--- config.mk ---
export PLATFORM = sky130hd
export DESIGN_NAME = dither_check6
export DESIGN_NICKNAME = d
export VERILOG_FILES = /design/src/rtl/dither_pkg.sv /design/src/rtl/dither_lfsr6.sv /design/src/rtl/dither_check6.sv
export SDC_FILE = /design/constraint.sdc
export NUM_CORES = 1
export LEC_CHECK = 0
export CAP_MARGIN = 5
export CORE_UTILIZATION = 45
export CTS_BUF_LIST = sky130_fd_sc_hd__clkbuf_4 sky130_fd_sc_hd__clkbuf_8 sky130_fd_sc_hd__clkbuf_16
export DETAILED_ROUTE_END_ITERATION = 16
export SLEW_MARGIN = 5
export SYNTH_ARGS = -nofsm -noshare
export SYNTH_HDL_FRONTEND = slang
export SYNTH_HIERARCHICAL = 1
export SYNTH_SLANG_ARGS = --single-unit
--- constraint.sdc ---
create_clock -name clk -period 2.24 [get_ports clk]
set_clock_uncertainty 0.15 [all_clocks]
set_input_delay 0.56 -clock clk [delete_from_list [all_inputs] [get_ports clk]]
set_output_delay 0.56 -clock clk [all_outputs]
set_load 0.05 [all_outputs]
--- src/rtl/dither_pkg.sv ---
// Shared definitions for the 6-input 2-level dither checker: symbol codes,
// local generator register lengths and seed, and the lock FSM states.
package dither_pkg;

    // Two legal dither symbols; the other two codes are invalid.
    localparam logic [1:0] DITH_POS = 2'b01;
    localparam logic [1:0] DITH_NEG = 2'b11;

    // Generator register lengths (s0/s1/s2/s3).
    localparam int S0_LEN = 1;
    localparam int S1_LEN = 4;
    localparam int S2_LEN = 1;
    localparam int S3_LEN = 13;

    // Generator seed applied at reset.
    localparam logic [S0_LEN-1:0] S0_SEED = 1'b1;
    localparam logic [S1_LEN-1:0] S1_SEED = '0;
    localparam logic [S2_LEN-1:0] S2_SEED = '0;
    localparam logic [S3_LEN-1:0] S3_SEED = '0;

    typedef enum logic [1:0] {
        HUNT   = 2'd0,
        VERIFY = 2'd1,
        LOCKED = 2'd2
    } dither_state_e;

    // Symbol expected for a given generator select bit.
    function automatic logic [1:0] dith_sym(input logic sel);
        return sel ? DITH_NEG : DITH_POS;
    endfunction

    // Codes 2'b00 and 2'b10 are not dither symbols (bit 0 clear).
    function automatic logic dith_invalid(input logic [1:0] d);
        return (d[0] == 1'b0);
    endfunction

endpackage

--- src/rtl/dither_lfsr6.sv ---
// Local dither sequence generator. Holds its state unless adv is high;
// sel is the current sample's sign (0 -> +1, 1 -> -1).
module dither_lfsr6
    import dither_pkg::*;
(
    input  logic clk,
    input  logic rstn,
    input  logic adv,
    output logic sel
);

    logic [S0_LEN-1:0] s0_q, s0_d;
    logic [S1_LEN-1:0] s1_q, s1_d;
    logic [S2_LEN-1:0] s2_q, s2_d;
    logic [S3_LEN-1:0] s3_q, s3_d;

    assign sel = s3_q[S3_LEN-1];

    // Recurrence: each stage is fed by its predecessor XORed with sel.
    always_comb begin
        s0_d = s0_q;
        s1_d = s1_q;
        s2_d = s2_q;
        s3_d = s3_q;
        if (adv) begin
            s0_d = sel;
            s1_d = {s1_q[S1_LEN-2:0], s0_q[0] ^ sel};
            s2_d = s1_q[S1_LEN-1] ^ sel;
            s3_d = {s3_q[S3_LEN-2:0], s2_q[0] ^ sel};
        end
    end

    // Generator state registers, seeded on reset.
    always_ff @(posedge clk or negedge rstn) begin
        if (!rstn) begin
            s0_q <= S0_SEED;
            s1_q <= S1_SEED;
            s2_q <= S2_SEED;
            s3_q <= S3_SEED;
        end else begin
            s0_q <= s0_d;
            s1_q <= s1_d;
            s2_q <= s2_d;
            s3_q <= s3_d;
        end
    end

endmodule

--- src/rtl/dither_check6.sv ---
// Receiver-side dither sequence checker. Slips the local generator until it
// lines up with din, declares lock after LOCK_CNT consecutive matches, and
// while locked flags mismatches, dropping lock when UNLOCK_ERR errors land
// inside one WIN-sample window. Flags are one-clk pulses one clk after the
// consuming edge. Optional macro DITHER_CHECK_ERRCNT_EN adds a saturating
// 16-bit err pulse counter (err_cnt) with synchronous clear (err_clr).
module dither_check6
    import dither_pkg::*;
#(
    parameter int LOCK_CNT   = 32,
    parameter int WIN        = 64,
    parameter int UNLOCK_ERR = 8
) (
    input  logic       clk,
    input  logic       rstn,
    input  logic       clk_en,
    input  logic [1:0] din,
    output logic       lock,
    output logic       err,
    output logic       slip,
    output logic       inval
`ifdef DITHER_CHECK_ERRCNT_EN
    ,
    input  logic        err_clr,
    output logic [15:0] err_cnt
`endif
);

    localparam int MAX_AB = (LOCK_CNT > WIN) ? LOCK_CNT : WIN;
    localparam int MAX_P  = (MAX_AB > UNLOCK_ERR) ? MAX_AB : UNLOCK_ERR;
    localparam int CNT_W  = $clog2(MAX_P) + 1;

    localparam logic [CNT_W-1:0] LOCK_C   = CNT_W'(LOCK_CNT);
    localparam logic [CNT_W-1:0] WIN_LAST = CNT_W'(WIN - 1);
    localparam logic [CNT_W-1:0] UNLOCK_C = CNT_W'(UNLOCK_ERR);
    localparam logic [CNT_W-1:0] ONE      = CNT_W'(1);

    dither_state_e    state_q, state_d;
    logic [CNT_W-1:0] mcnt_q, mcnt_d;
    logic [CNT_W-1:0] wcnt_q, wcnt_d;
    logic [CNT_W-1:0] ecnt_q, ecnt_d;
    logic [CNT_W-1:0] ecnt_nx;
    logic             lock_q, lock_d;
    logic             err_q, err_d;
    logic             slip_q, slip_d;
    logic             inval_q, inval_d;

    logic             adv;
    logic             sel;
    logic [1:0]       exp_sym;
    logic             is_inval;
    logic             hit;

    dither_lfsr6 u_lfsr (
        .clk  (clk),
        .rstn (rstn),
        .adv  (adv),
        .sel  (sel)
    );

    assign exp_sym  = dith_sym(sel);
    assign is_inval = dith_invalid(din);
    assign hit      = !is_inval && (din == exp_sym);

    assign lock  = lock_q;
    assign err   = err_q;
    assign slip  = slip_q;
    assign inval = inval_q;

    // Acquisition/lock FSM: next state, counters, generator advance, flags.
    always_comb begin
        state_d = state_q;
        mcnt_d  = mcnt_q;
        wcnt_d  = wcnt_q;
        ecnt_d  = ecnt_q;
        ecnt_nx = ecnt_q;
        lock_d  = lock_q;
        err_d   = 1'b0;
        slip_d  = 1'b0;
        inval_d = 1'b0;
        adv     = 1'b0;
        if (clk_en) begin
            inval_d = is_inval;
            case (state_q)
                HUNT: begin
                    if (hit) begin
                        adv     = 1'b1;
                        mcnt_d  = ONE;
                        state_d = VERIFY;
                    end else begin
                        slip_d = 1'b1;
                    end
                end
                VERIFY: begin
                    if (hit) begin
                        adv    = 1'b1;
                        mcnt_d = mcnt_q + ONE;
                        if ((mcnt_q + ONE) >= LOCK_C) begin
                            state_d = LOCKED;
                            lock_d  = 1'b1;
                            wcnt_d  = '0;
                            ecnt_d  = '0;
                        end
                    end else begin
                        slip_d  = 1'b1;
                        mcnt_d  = '0;
                        state_d = HUNT;
                    end
                end
                LOCKED: begin
                    adv = 1'b1;
                    if (!hit) begin
                        err_d = 1'b1;
                        if (ecnt_q < UNLOCK_C) begin
                            ecnt_nx = ecnt_q + ONE;
                        end
                    end
                    // Threshold takes precedence over a window wrap on the same sample.
                    if (ecnt_nx >= UNLOCK_C) begin
                        state_d = HUNT;
                        lock_d  = 1'b0;
                        mcnt_d  = '0;
                        wcnt_d  = '0;
                        ecnt_d  = '0;
                    end else if (wcnt_q >= WIN_LAST) begin
                        wcnt_d = '0;
                        ecnt_d = '0;
                    end else begin
                        wcnt_d = wcnt_q + ONE;
                        ecnt_d = ecnt_nx;
                    end
                end
                default: begin
                    state_d = HUNT;
                    mcnt_d  = '0;
                    lock_d  = 1'b0;
                end
            endcase
        end
    end

    // FSM state, counters and registered outputs.
    always_ff @(posedge clk or negedge rstn) begin
        if (!rstn) begin
            state_q <= HUNT;
            mcnt_q  <= '0;
            wcnt_q  <= '0;
            ecnt_q  <= '0;
            lock_q  <= 1'b0;
            err_q   <= 1'b0;
            slip_q  <= 1'b0;
            inval_q <= 1'b0;
        end else begin
            state_q <= state_d;
            mcnt_q  <= mcnt_d;
            wcnt_q  <= wcnt_d;
            ecnt_q  <= ecnt_d;
            lock_q  <= lock_d;
            err_q   <= err_d;
            slip_q  <= slip_d;
            inval_q <= inval_d;
        end
    end

`ifdef DITHER_CHECK_ERRCNT_EN
    logic [15:0] err_cnt_q, err_cnt_d;

    assign err_cnt = err_cnt_q;

    // Saturating err pulse count; clear wins over a same-cycle increment.
    always_comb begin
        err_cnt_d = err_cnt_q;
        if (err_clr) begin
            err_cnt_d = '0;
        end else if (err_d && (err_cnt_q != 16'hFFFF)) begin
            err_cnt_d = err_cnt_q + 16'd1;
        end
    end

    // Error counter register; survives lock loss, cleared only by reset or err_clr.
    always_ff @(posedge clk or negedge rstn) begin
        if (!rstn) begin
            err_cnt_q <= '0;
        end else begin
            err_cnt_q <= err_cnt_d;
        end
    end
`endif

endmodule
=== Word level (Yosys, flattened, before mapping) ===
Cells that the tools add are included.

* Register bits: 46
* Input port bits: 5
* Output and inout bits: 4

* Add/sub/neg operators: 3
* Order comparisons: 4
* Eq/ne operators: 8
* Multiplexer cells: 35
* Bitwise operators: 5
* Reductions and logical operators: 8

{| class="wikitable"
|+ Operators with widths
! cell !! count
|-
| $mux 7 || 13
|-
| $pmux 7 s2 || 2
|-
| $add 7x1->7 const B || 3
|-
| $pmux 7 s3 || 1
|-
| $ge 7x6->1 const B || 2
|-
| $mux 1 || 11
|-
| $mux 2 || 5
|-
| $ne 2x2->1 const B || 4
|-
| $reduce_and 4->1 || 2
|-
| $ge 7x4->1 const B || 1
|-
| $lt 7x4->1 const B || 1
|-
| $pmux 2 s3 || 1
|-
| $reduce_and 5->1 || 1
|-
| $ne 3x3->1 const B || 1
|-
| $pmux 1 s3 || 1
|-
| $reduce_and 3->1 || 1
|-
| $xor 1x1->1 || 3
|-
| $eq 2x1->1 const B || 1
|-
| $eq 2x2->1 || 1
|-
| $eq 2x2->1 const B || 1
|-
| $logic_not 2->1 || 1
|-
| $not 1->1 || 2
|-
| $pmux 1 s2 || 1
|-
| $reduce_bool 2->1 || 1
|-
| other kinds (2) || 2
|}

=== Longest topological paths before layout ===
* Word-level depth: 9
* Gate-level depth with buffers: 7
* Mapped depth without buffers: 6

=== Modules after synthesis ===
Netlist, hierarchy kept.

{| class="wikitable"
|+ By module, submodules not included
! module !! instances !! cells each !! area each (um^2) !! seq. area each (um^2)
|-
| dither_check6 || 1 || 148 || 1468.9 || 675.6
|-
| dither_lfsr6 || 1 || 46 || 732.0 || 476.7
|}

=== Least setup slack after synthesis ===
No wires, ideal clock.

* Path type: in2reg
* From: input port din[1]
* To: register u_lfsr.s1_q[1]
* Setup time: 125 ps
* Arrival time: 1986 ps
* Slack: -21 ps
* Cell stages on the path: 5
* Path buffers: 1
* Cell sequence: xor2_2 or3_2 a21oi_1 buf_6 mux2_2

* Longest elaborated chain between the ends: 5

{| class="wikitable"
|+ RTL lines
! what !! line !! source
|-
| start: declaration || dither_check6.sv:17 || <nowiki>input logic [1:0] din,</nowiki>
|-
| $eq 2x2->1 || dither_check6.sv:63 || <nowiki>assign hit = !is_inval && (din == exp_sym);</nowiki>
|-
| $logic_and 1x1->1 || dither_check6.sv:63 ||
|-
| $mux 1 || dither_check6.sv:86, dither_check6.sv:95 ||
|-
| $pmux 1 s2 || dither_check6.sv:84 || <nowiki>case (state_q)</nowiki>
|-
| $mux 1 || dither_check6.sv:82 || <nowiki>if (clk_en) begin</nowiki>
|-
| named net adv || dither_check6.sv:48 || <nowiki>logic adv;</nowiki>
|-
| end signal: assignment || dither_lfsr6.sv:37 || <nowiki>s1_q <= S1_SEED;</nowiki>
|-
| end signal: assignment || dither_lfsr6.sv:42 || <nowiki>s1_q <= s1_d;</nowiki>
|-
| end: declaration || dither_lfsr6.sv:13 || <nowiki>logic [S1_LEN-1:0] s1_q, s1_d;</nowiki>
|}

The timed path passes the listed nets, and every way through them passes these cells.
A chain may end at the register's enable or synchronous reset.

=== Worst setup path in the final report ===
* From: register lock_q (netlist: lock)
* To: output port lock

{| class="wikitable"
|+ RTL lines
! what !! line !! source
|-
| start: declaration || dither_check6.sv:43 || <nowiki>logic lock_q, lock_d;</nowiki>
|-
| start signal: assignment || dither_check6.sv:158 || <nowiki>lock_q <= lock_d;</nowiki>
|-
| end: declaration || dither_check6.sv:18 || <nowiki>output logic lock,</nowiki>
|}

No word-level cell between the ends.

==> results_dict.tcl <==
set metrics [dict create \
    status "complete, no violations" \
    synth-edff-count 0 \
    cts_num_sinks 46 \
    reg2reg_slack_ns 0.12 \
    drc_errors 0 \
    clk_latency_ns 0.30 \
    path_clk_slew_ns 0.09 \
    yosys-top-cells-area "dfrtp_1, mux2_2, nor2_1" \
    rsz0062_at_grt "false" \
    ys_ff_latch 46 \
    diodes 0 \
    io_pins 9 \
    start_util 0.466 \
    slowest_stage "clkdlybuf4s50_1" \
    drv_slew 0 \
    grt_util_all_layers 0.192 \
    cts_buffers 5 \
    syn_nets 202 \
    place.port_buffers 8 \
    antenna_found_initial 0 \
    die-width_microns 71.9 \
    grt_max_degree 26 \
    area_growth_pct 24.3 \
    dpl_cell_area_sq_um 2500 \
    ys_seq_area_frac 0.524 \
    cp.required_ns 1.53 \
    worstSetupPathType "reg2out" \
    finalSetupTns_ns 0 \
    grt_overflow 0 \
    fillers 393 \
    max_cap_violations 0 \
    min_path_type "in2async" \
    ys_types 47 \
    timing.final.hold_violations 0 \
    cp_top_family "buffers and inverters" \
    vias 1562 \
    grt_pass1_wl_microns 7620 \
    coreArea_sq_um 4720 \
    htreeDepth 2 \
    synth_area_per_cell_sq_um 11.3 \
    tightest_slew_ns 0.510 \
    clock-root-buffer "clkbuf_8" \
    syn_area_sq_um 2200 \
    final_area_sq_um 2740 \
    ys.flop_type "dfrtp_1" \
    cts_tree "done" \
    setup_viol 0 \
    ant_nets 0 \
    powerDensity_nw_per_um2 877 \
    synth_top_area_frac 0.512 \
    reg2regPathDepth 7 \
    dieArea_sq_um 5170 \
    ys_async_sr_fraction 1.00 \
    routed_via_density 5.24 \
    placed_cells 285 \
    critPathCaptureType "output port" \
    final_nets 238 \
    grt_pass1_vias 1671 \
    ir_drop_mv 0.447 \
    drtIter0Drc 71 \
    r2r_end "wcnt_q[2]" \
    yosysTopAreaCell "dfrtp_1" \
    yosysWarnings 6 \
    multiInputGateArea_sq_um 1010 \
    slowest_delay_ns 0.81 \
    gp_congestion 0.844 \
    slew_headroom 0.657 \
    p_leak_nw 1.25 \
    worstReg2RegStart "mcnt_q[0]" \
    layout.cells.non_filler 298 \
    finalCriticalPeriod_ns 2.16 \
    die_h_microns 71.9 \
    crit_chain "clkdlybuf4s50_1" \
    drive_gt1_frac 0.312 \
    path_max_fanout 2 \
    most-common-layout-cells "dfrtp_1, buf_4, mux2_2, nor2_1, nand2_1" \
    worstPathArrival_ns 1.45 \
    fin_crit_sh 0.965 \
    clock_path_buffers 2 \
    total_power_mw 2.40 \
    first_pass_iters 4 \
    row_count 25 \
    hpwlAfterDp_microns 3040 \
    layout.cells.most_common "dfrtp_1" \
    drt_wl_total_microns 4380 \
    fmax_mhz 463 \
    postSynthCellCount 194 \
    timing.critical_path.buf_inv 1 \
    area.sequential_sq_um 1150 \
    worstSetupStartpointType "register" \
    wire_per_inst_microns 14.7 \
]
per-stage QoR:
stage | hold WS [ns] | worst slack, ns | utilization
floorplan | 0.114 | 0.0787 | -
global placement | 0.330 | -0.336 | 0.529
detailed placement | 0.328 | -0.395 | 0.529
CTS | 0.0890 | 0.0190 | 0.571
global route | 0.109 | 0.00991 | 0.579
finish | 0.0759 | 0.0781 | 0.579
how the worst max path moves through the flow:
stage / cells past startpoint / start / to / slack (ns)
final: 1 / lock / lock / 0.08
after CTS: 6 / din[0] / u_lfsr/s3_q[4] / 0.02
after floorplan: 5 / din[1] / u_lfsr/s1_q[1] / 0.08
after global routing: 7 / mcnt_q[0] / wcnt_q[2] / 0.01
after global placement: 6 / din[1] / u_lfsr/s3_q[3] / -0.34
after detailed placement: 7 / din[1] / wcnt_q[4] / -0.40
kinds of logic after synthesis:
family	share of synthesized area
simple gates	0.172
flops	0.524
compound gates	0.136
mux	0.0910
xor+xnor	0.0233
fa+ha+maj	0.0171
buf+inv	0.0364
cell usage after synthesis, drive strengths merged, types with 2 or more instances:
master	number
a21o	3
o41ai	2
buf	5
ha	3
and2	3
nor2b	2
a21oi	7
mux2	16
mux2i	2
inv	7
o21a	6
and3	6
a211o	3
or3	3
xnor2	4
o22a	2
nor2	16
nor3	8
a221o	2
dfrtp	45
nand2	12
o21ai	9
nand3	10
nand2b	3
metal layers:
metal  up-vias  wire, microns  track usage
li1        767              -            -
met1       767           2050        0.247
met2        23           2150        0.318
met3         5            144       0.0444
met4         0             45       0.0741
met5         -              0            0
power by group:
group | switching, mW | total, mW | internal (mW)
sequential | 0.163 | 1.21 | 1.05
clock | 0.272 | 0.600 | 0.328
combinational | 0.249 | 0.591 | 0.343
total | 0.684 | 2.40 | 1.72
what timing repair did:
item                                    in CTS  in global routing
endpoints found under the setup margin      30                 26
buffers inserted                             2                  1
cloned                                       2                  0
hold endpoints to repair                     0                  0
resized for setup                            6                  6
pin swaps                                    1                  1
hold buffers                                 0                  0
layout make-up:
cell class / count / share of cell area
repair buffers: 35 / 0.129
clock buffers: 5 / 0.0251
well taps: 67 / 0.0306
multi-input cells: 135 / 0.370
inverters: 7 / 0.00960
clock inverters: 3 / 0.0146
flip-flops and latches: 46 / 0.421
flip-flops by register name, summed over array words and instances, names as in the netlist:
register	count
u_lfsr/s3_q	13
ecnt_q	7
mcnt_q	7
wcnt_q	7
u_lfsr/s1_q	4
state_q	2
err	1
inval	1
lock	1
slip	1
u_lfsr/s0_q	1
u_lfsr/s2_q	1
No activity file was read; power rests on OpenSTA's default activity.
==> patch 1: new RTL, same settings <==
Set the parameter `LOCK_CNT` to 64 (it was 32).
--- a/src/rtl/dither_check6.sv
+++ b/src/rtl/dither_check6.sv
@@ -8,5 +8,5 @@
     import dither_pkg::*;
 #(
-    parameter int LOCK_CNT   = 32,
+    parameter int LOCK_CNT   = 64,
     parameter int WIN        = 64,
     parameter int UNLOCK_ERR = 8
Formal check against the unedited RTL: no difference found for any inputs over 10 cycles, from zero or initial values and one cycle with rstn low; that may be too few to reach the edited logic, so the function may still have changed.
==> patch 1 against the unedited design <==
- the run now ends with design-rule violations left
- sequential cell count is the same
- worst setup slack got worse by 24 ps
- hold slack better by 6.8 ps
- global-route usage down 1.6 points
- routed wire length shrank 13%
- non-clock buffer count decreased by 13
- utilization fell by 2.3 points
- critical path depth is 7 higher
- cell area is 9.0% lower
- synthesized area down 1.8%
- largest cell class unchanged
Power is not compared: it rests on default switching activity, and its combinational part moved more than twofold at a synthesized area within 25%.
==> patch 1: results (changes against the unedited design) <==
{| class="wikitable"
! Metric !! Value
|-
| Initial detailed-routing violation count || 124 (was 71)
|-
| Number of buffers inserted to repair setup after CTS || 0 (was 2)
|-
| Finished Cell Area || 0.00249 mm2 (was 0.00274 mm2)
|-
| Compound-Gate Fraction of Synth Area || 12.8% (was 13.6%)
|-
| Source of the critical timing path || din[1] (was lock$_DFFE_PN0P_)
|-
| Synthesized area per cell || 11.3 um2 (about the same)
|-
| Non-clk buf share || 8.24% (was 12.9%)
|-
| DRC errors left || 1 (was 0)
|-
| Headroom to the max-slew limit || 64.1% (was 65.7%)
|-
| Global-route wire length before repair || 6790 um (was 7620 um)
|-
| Sequential fraction of total cell area || 46.3% (was 42.1%)
|-
| Number of search-and-repair iterations in the first detailed-routing pass || 11 (was 4)
|-
| R2R setup slack || 260 ps (was 120 ps)
|-
| Clock distribution area overhead in the final layout || 3.82% (was 3.98%)
|-
| Slowest cell delay on critical path || 490 ps (was 810 ps)
|-
| Routed length on met1 || 1770 um (was 2050 um)
|-
| Fraction of layout instances using a drive strength above 1 || 22.8% (was 31.2%)
|-
| Met1 demand-to-capacity share in global routing || 22.0% (was 24.7%)
|-
| Unique cell type count in the Yosys netlist || 40 (was 47)
|-
| RePlAce Congestion || 0.770 (was 0.844)
|-
| CTS buffer count || 5 (unchanged)
|-
| Number of nets produced by synthesis || 200 (was 202)
|-
| Post-synthesis xor/xnor area fraction || 3.30% (was 2.33%)
|-
| Destination of the critical timing path || wcnt_q[2]$_DFFE_PN0P_ (was lock)
|-
| # nets final || 222 (was 238)
|-
| Via count || 1,458 (was 1,562)
|-
| Detailed-placement wirelength estimate || 2800 um (was 3040 um)
|-
| Placement-stage cell area || 0.00239 mm2 (was 0.00250 mm2)
|-
| Violated checks || design-rule violations
|-
| Crit path DAT || 2220 ps (was 1450 ps)
|-
| GR met2 Demand/Resource || 29.2% (was 31.8%)
|-
| All-layer global routing usage || 17.6% (was 19.2%)
|-
| Met3 wirelength from detailed routing || 151 um (was 144 um)
|-
| Post-synthesis sequential area ratio || 53.3% (was 52.4%)
|-
| Largest net degree at the start of global routing || 25 (was 26)
|-
| Result of the run || finished with violations (was complete, no violations)
|-
| Number of non-clock buffers in the layout || 22 (was 35)
|-
| Top post-synthesis cells by area || sky130_fd_sc_hd__dfrtp_1 (52%), sky130_fd_sc_hd__mux2_2 (8.3%), sky130_fd_sc_hd__nor2_1 (3.0%) (was sky130_fd_sc_hd__dfrtp_1 (51%), sky130_fd_sc_hd__mux2_2 (8.2%), sky130_fd_sc_hd__nor2_1 (2.6%))
|-
| Met2 WL || 1830 um (was 2150 um)
|}
==> patch 1: cell types whose count changed in the layout (fill, tap and decap cells not counted), moves of 3 or more <==
cell and delta:
sky130_fd_sc_hd__o21a_1 -5, sky130_fd_sc_hd__nand4_1 +3, sky130_fd_sc_hd__nor3_1 -3, sky130_fd_sc_hd__buf_4 -10, sky130_fd_sc_hd__nor2b_1 +3, sky130_fd_sc_hd__o22ai_1 +3, sky130_fd_sc_hd__a22o_1 +3
==> patch 1: per-stage QoR <==
stage / TNS [ps] / hold slack (ps) / setup slack, ps / instances
3_5_place_dp: -8460 / 332 / -272 / 259
5_1_grt: -83.3 / 121 / -38.9 / 267
6_report: 0 / 82.8 / 54.4 / 267
4_1_cts: 0 / 94.6 / 23.8 / 267
2_1_floorplan: 0 / 114 / 150 / 192
3_3_place_gp: -7330 / 323 / -222 / 259
==> patch 1: what timing repair did <==
action / 4_1_cts / 5_1_grt
setup endpoints to repair: 0 / 3
hold buffers: 0 / 0
gates resized for setup: 0 / 2
==> patch 2: new RTL, same settings <==
Made on the original files. Encoding of `dither_state_e`: now one-hot (3 bits for 3 states).
--- a/src/rtl/dither_pkg.sv
+++ b/src/rtl/dither_pkg.sv
@@ -19,8 +19,8 @@
     localparam logic [S3_LEN-1:0] S3_SEED = '0;
 
-    typedef enum logic [1:0] {
-        HUNT   = 2'd0,
-        VERIFY = 2'd1,
-        LOCKED = 2'd2
+    typedef enum logic [2:0] {
+        HUNT   = 3'b001,
+        VERIFY = 3'b010,
+        LOCKED = 3'b100
     } dither_state_e;
 
Check against the original RTL: same outputs for any inputs over 10 cycles, from zero or initial values and one cycle with rstn low; not proved beyond that.
==> patch 2 against the unedited design <==
- cell area rose by 2.4%
- synthesized area up 4.5%
- sequential cell count rose by 1
- critical path depth increased by 7
- utilization grew 0.22 points
- worst setup slack got worse by 56 ps
- cell count is 3.4% higher
- routed wire length up 9.3%
- highest routed layer unchanged
Power is not compared: it rests on default switching activity, and its combinational part moved more than twofold at a synthesized area within 25%.
==> patch 2: results (changes against the unedited design) <==
{| class="wikitable"
! Metric !! Value
|-
| Number of nets produced by synthesis || 214 (was 202)
|-
| Unique cell type count in the Yosys netlist || 51 (was 47)
|-
| Slew @ Worst Pin || 501 ps (was 510 ps)
|-
| Top post-synthesis cells by area || sky130_fd_sc_hd__dfrtp_1 (49%), sky130_fd_sc_hd__mux2_2 (8.3%), sky130_fd_sc_hd__o21ai_0 (4.6%) (was sky130_fd_sc_hd__dfrtp_1 (51%), sky130_fd_sc_hd__mux2_2 (8.2%), sky130_fd_sc_hd__nor2_1 (2.6%))
|-
| Routed length on met1 || 2160 um (was 2050 um)
|-
| Ratio of routed vias to standard cells || 5.68 (was 5.24)
|-
| Worst-path maximum fanout || 10 (was 2)
|-
| Destination of the critical timing path || u_lfsr/s3_q[10]$_DFFE_PN0P_ (was lock)
|-
| Met3 wirelength from detailed routing || 140 um (was 144 um)
|-
| All-layer global routing usage || 19.3% (was 19.2%)
|-
| DP Worst Slack || -591 ps (was -395 ps)
|-
| RePlAce Congestion || 0.856 (was 0.844)
|-
| Global-route wire length before repair || 7890 um (was 7620 um)
|-
| Reg-to-Reg Start || u_lfsr/s3_q[12]$_DFFE_PN0P_ (was mcnt_q[0]$_DFFE_PN0P_)
|-
| Library cell contributing the largest single delay on the critical path || sky130_fd_sc_hd__mux2_2 (was sky130_fd_sc_hd__clkdlybuf4s50_1)
|-
| End of the worst register-to-register path || u_lfsr/s3_q[10]$_DFFE_PN0P_ (was wcnt_q[2]$_DFFE_PN0P_)
|-
| DR WL/cell || 15.5 um (was 14.7 um)
|-
| Detailed-placement wirelength estimate || 3380 um (was 3040 um)
|-
| Source of the critical timing path || din[1] (was lock$_DFFE_PN0P_)
|-
| # nets final || 249 (was 238)
|-
| Placement-stage cell area || 0.00261 mm2 (was 0.00250 mm2)
|-
| Initial detailed-routing violation count || 63 (was 71)
|-
| Slowest cell delay on critical path || 330 ps (was 810 ps)
|-
| Fraction of layout instances using a drive strength above 1 || 31.5% (was 31.2%)
|-
| Commonest cells in the synthesized netlist || sky130_fd_sc_hd__dfrtp_1 (45), sky130_fd_sc_hd__o21ai_0 (21), sky130_fd_sc_hd__mux2_2 (17) (was sky130_fd_sc_hd__dfrtp_1 (45), sky130_fd_sc_hd__mux2_2 (16), sky130_fd_sc_hd__nor2_1 (15))
|-
| R2R setup slack || 80 ps (was 120 ps)
|-
| Fin crit share || 99.0% (was 96.5%)
|-
| Result of the run || complete, no violations (unchanged)
|-
| Met2 WL || 2430 um (was 2150 um)
|}
-- patch 2: logic make-up after synthesis --
family,Yosys count,synth area share (%)
buffers and inverters,9,2.72
DFF,47,51.2
muxes,17,8.32
AOI/OAI and AO/OA,51,15.8
adders and majority gates,3,1.63
xor gates and xnor gates,6,2.28
and+or+nand+nor,73,18.0
-- patch 2: repair_timing --
item,CTS,global route
endpoints found under the setup margin,29,7
hold endpoints to repair,0,0
resized for setup,6,6
buffers inserted,1,1
pin swaps,2,2
cloned,1,0
-- patch 2: power by group --
group          internal, W  total [W]  switching [W]
Combinational     0.000165   0.000295       0.000130
Sequential        0.000968    0.00104      0.0000700
Clock             0.000242   0.000502       0.000259
-- patch 2: area by class of cell --
| cell class | count | area [um2] |
|---|---|---|
| Inverter | 1 | 3.75 |
| Fill cell | 419 | 2020 |
| Tap cell | 67 | 83.8 |
| Clock inverter | 1 | 5.00 |
| Clock buffer | 6 | 82.6 |
| Multi-Input combinational cell | 150 | 1110 |
| Timing Repair Buffer | 36 | 337 |
| Sequential cell | 47 | 1180 |
-- patch 2: stage by stage --
stage	utilization, %	instances
finish	58.2	308
global route	58.2	308
CTS	57.3	307
detailed placement	54.3	298
global placement	54.3	298
floorplan	-	206
-- patch 2: worst register-to-register path: stages, from the launching register on --
cell,delay [ps]
sky130_fd_sc_hd__dfrtp_1,460
sky130_fd_sc_hd__xor2_2,220
sky130_fd_sc_hd__nor3b_4,200
sky130_fd_sc_hd__a21oi_1,110
sky130_fd_sc_hd__o21ai_1,160
sky130_fd_sc_hd__and2_4,170
sky130_fd_sc_hd__bufbuf_16,260
sky130_fd_sc_hd__mux2_2,330
-- patch 2: routing by layer --
layer	GRT usage (%)	up-vias
li1	-	824
met1	23.9	893
met2	32.2	27
met3	4.94	6
met4	7.26	0
met5	0	-
-- patch 2: worst min path at each step --
stage / to / slack [ps]
after floorplan: ecnt_q[0]$_DFFE_PN0P_ / 110
after global placement: ecnt_q[2]$_DFFE_PN0P_ / 330
after detailed placement: wcnt_q[6]$_DFFE_PN0P_ / 330
after CTS: u_lfsr/s1_q[3]$_DFFE_PN0P_ / 70
after global routing: u_lfsr/s1_q[3]$_DFFE_PN0P_ / 90
final: u_lfsr/s1_q[3]$_DFFE_PN0P_ / 70
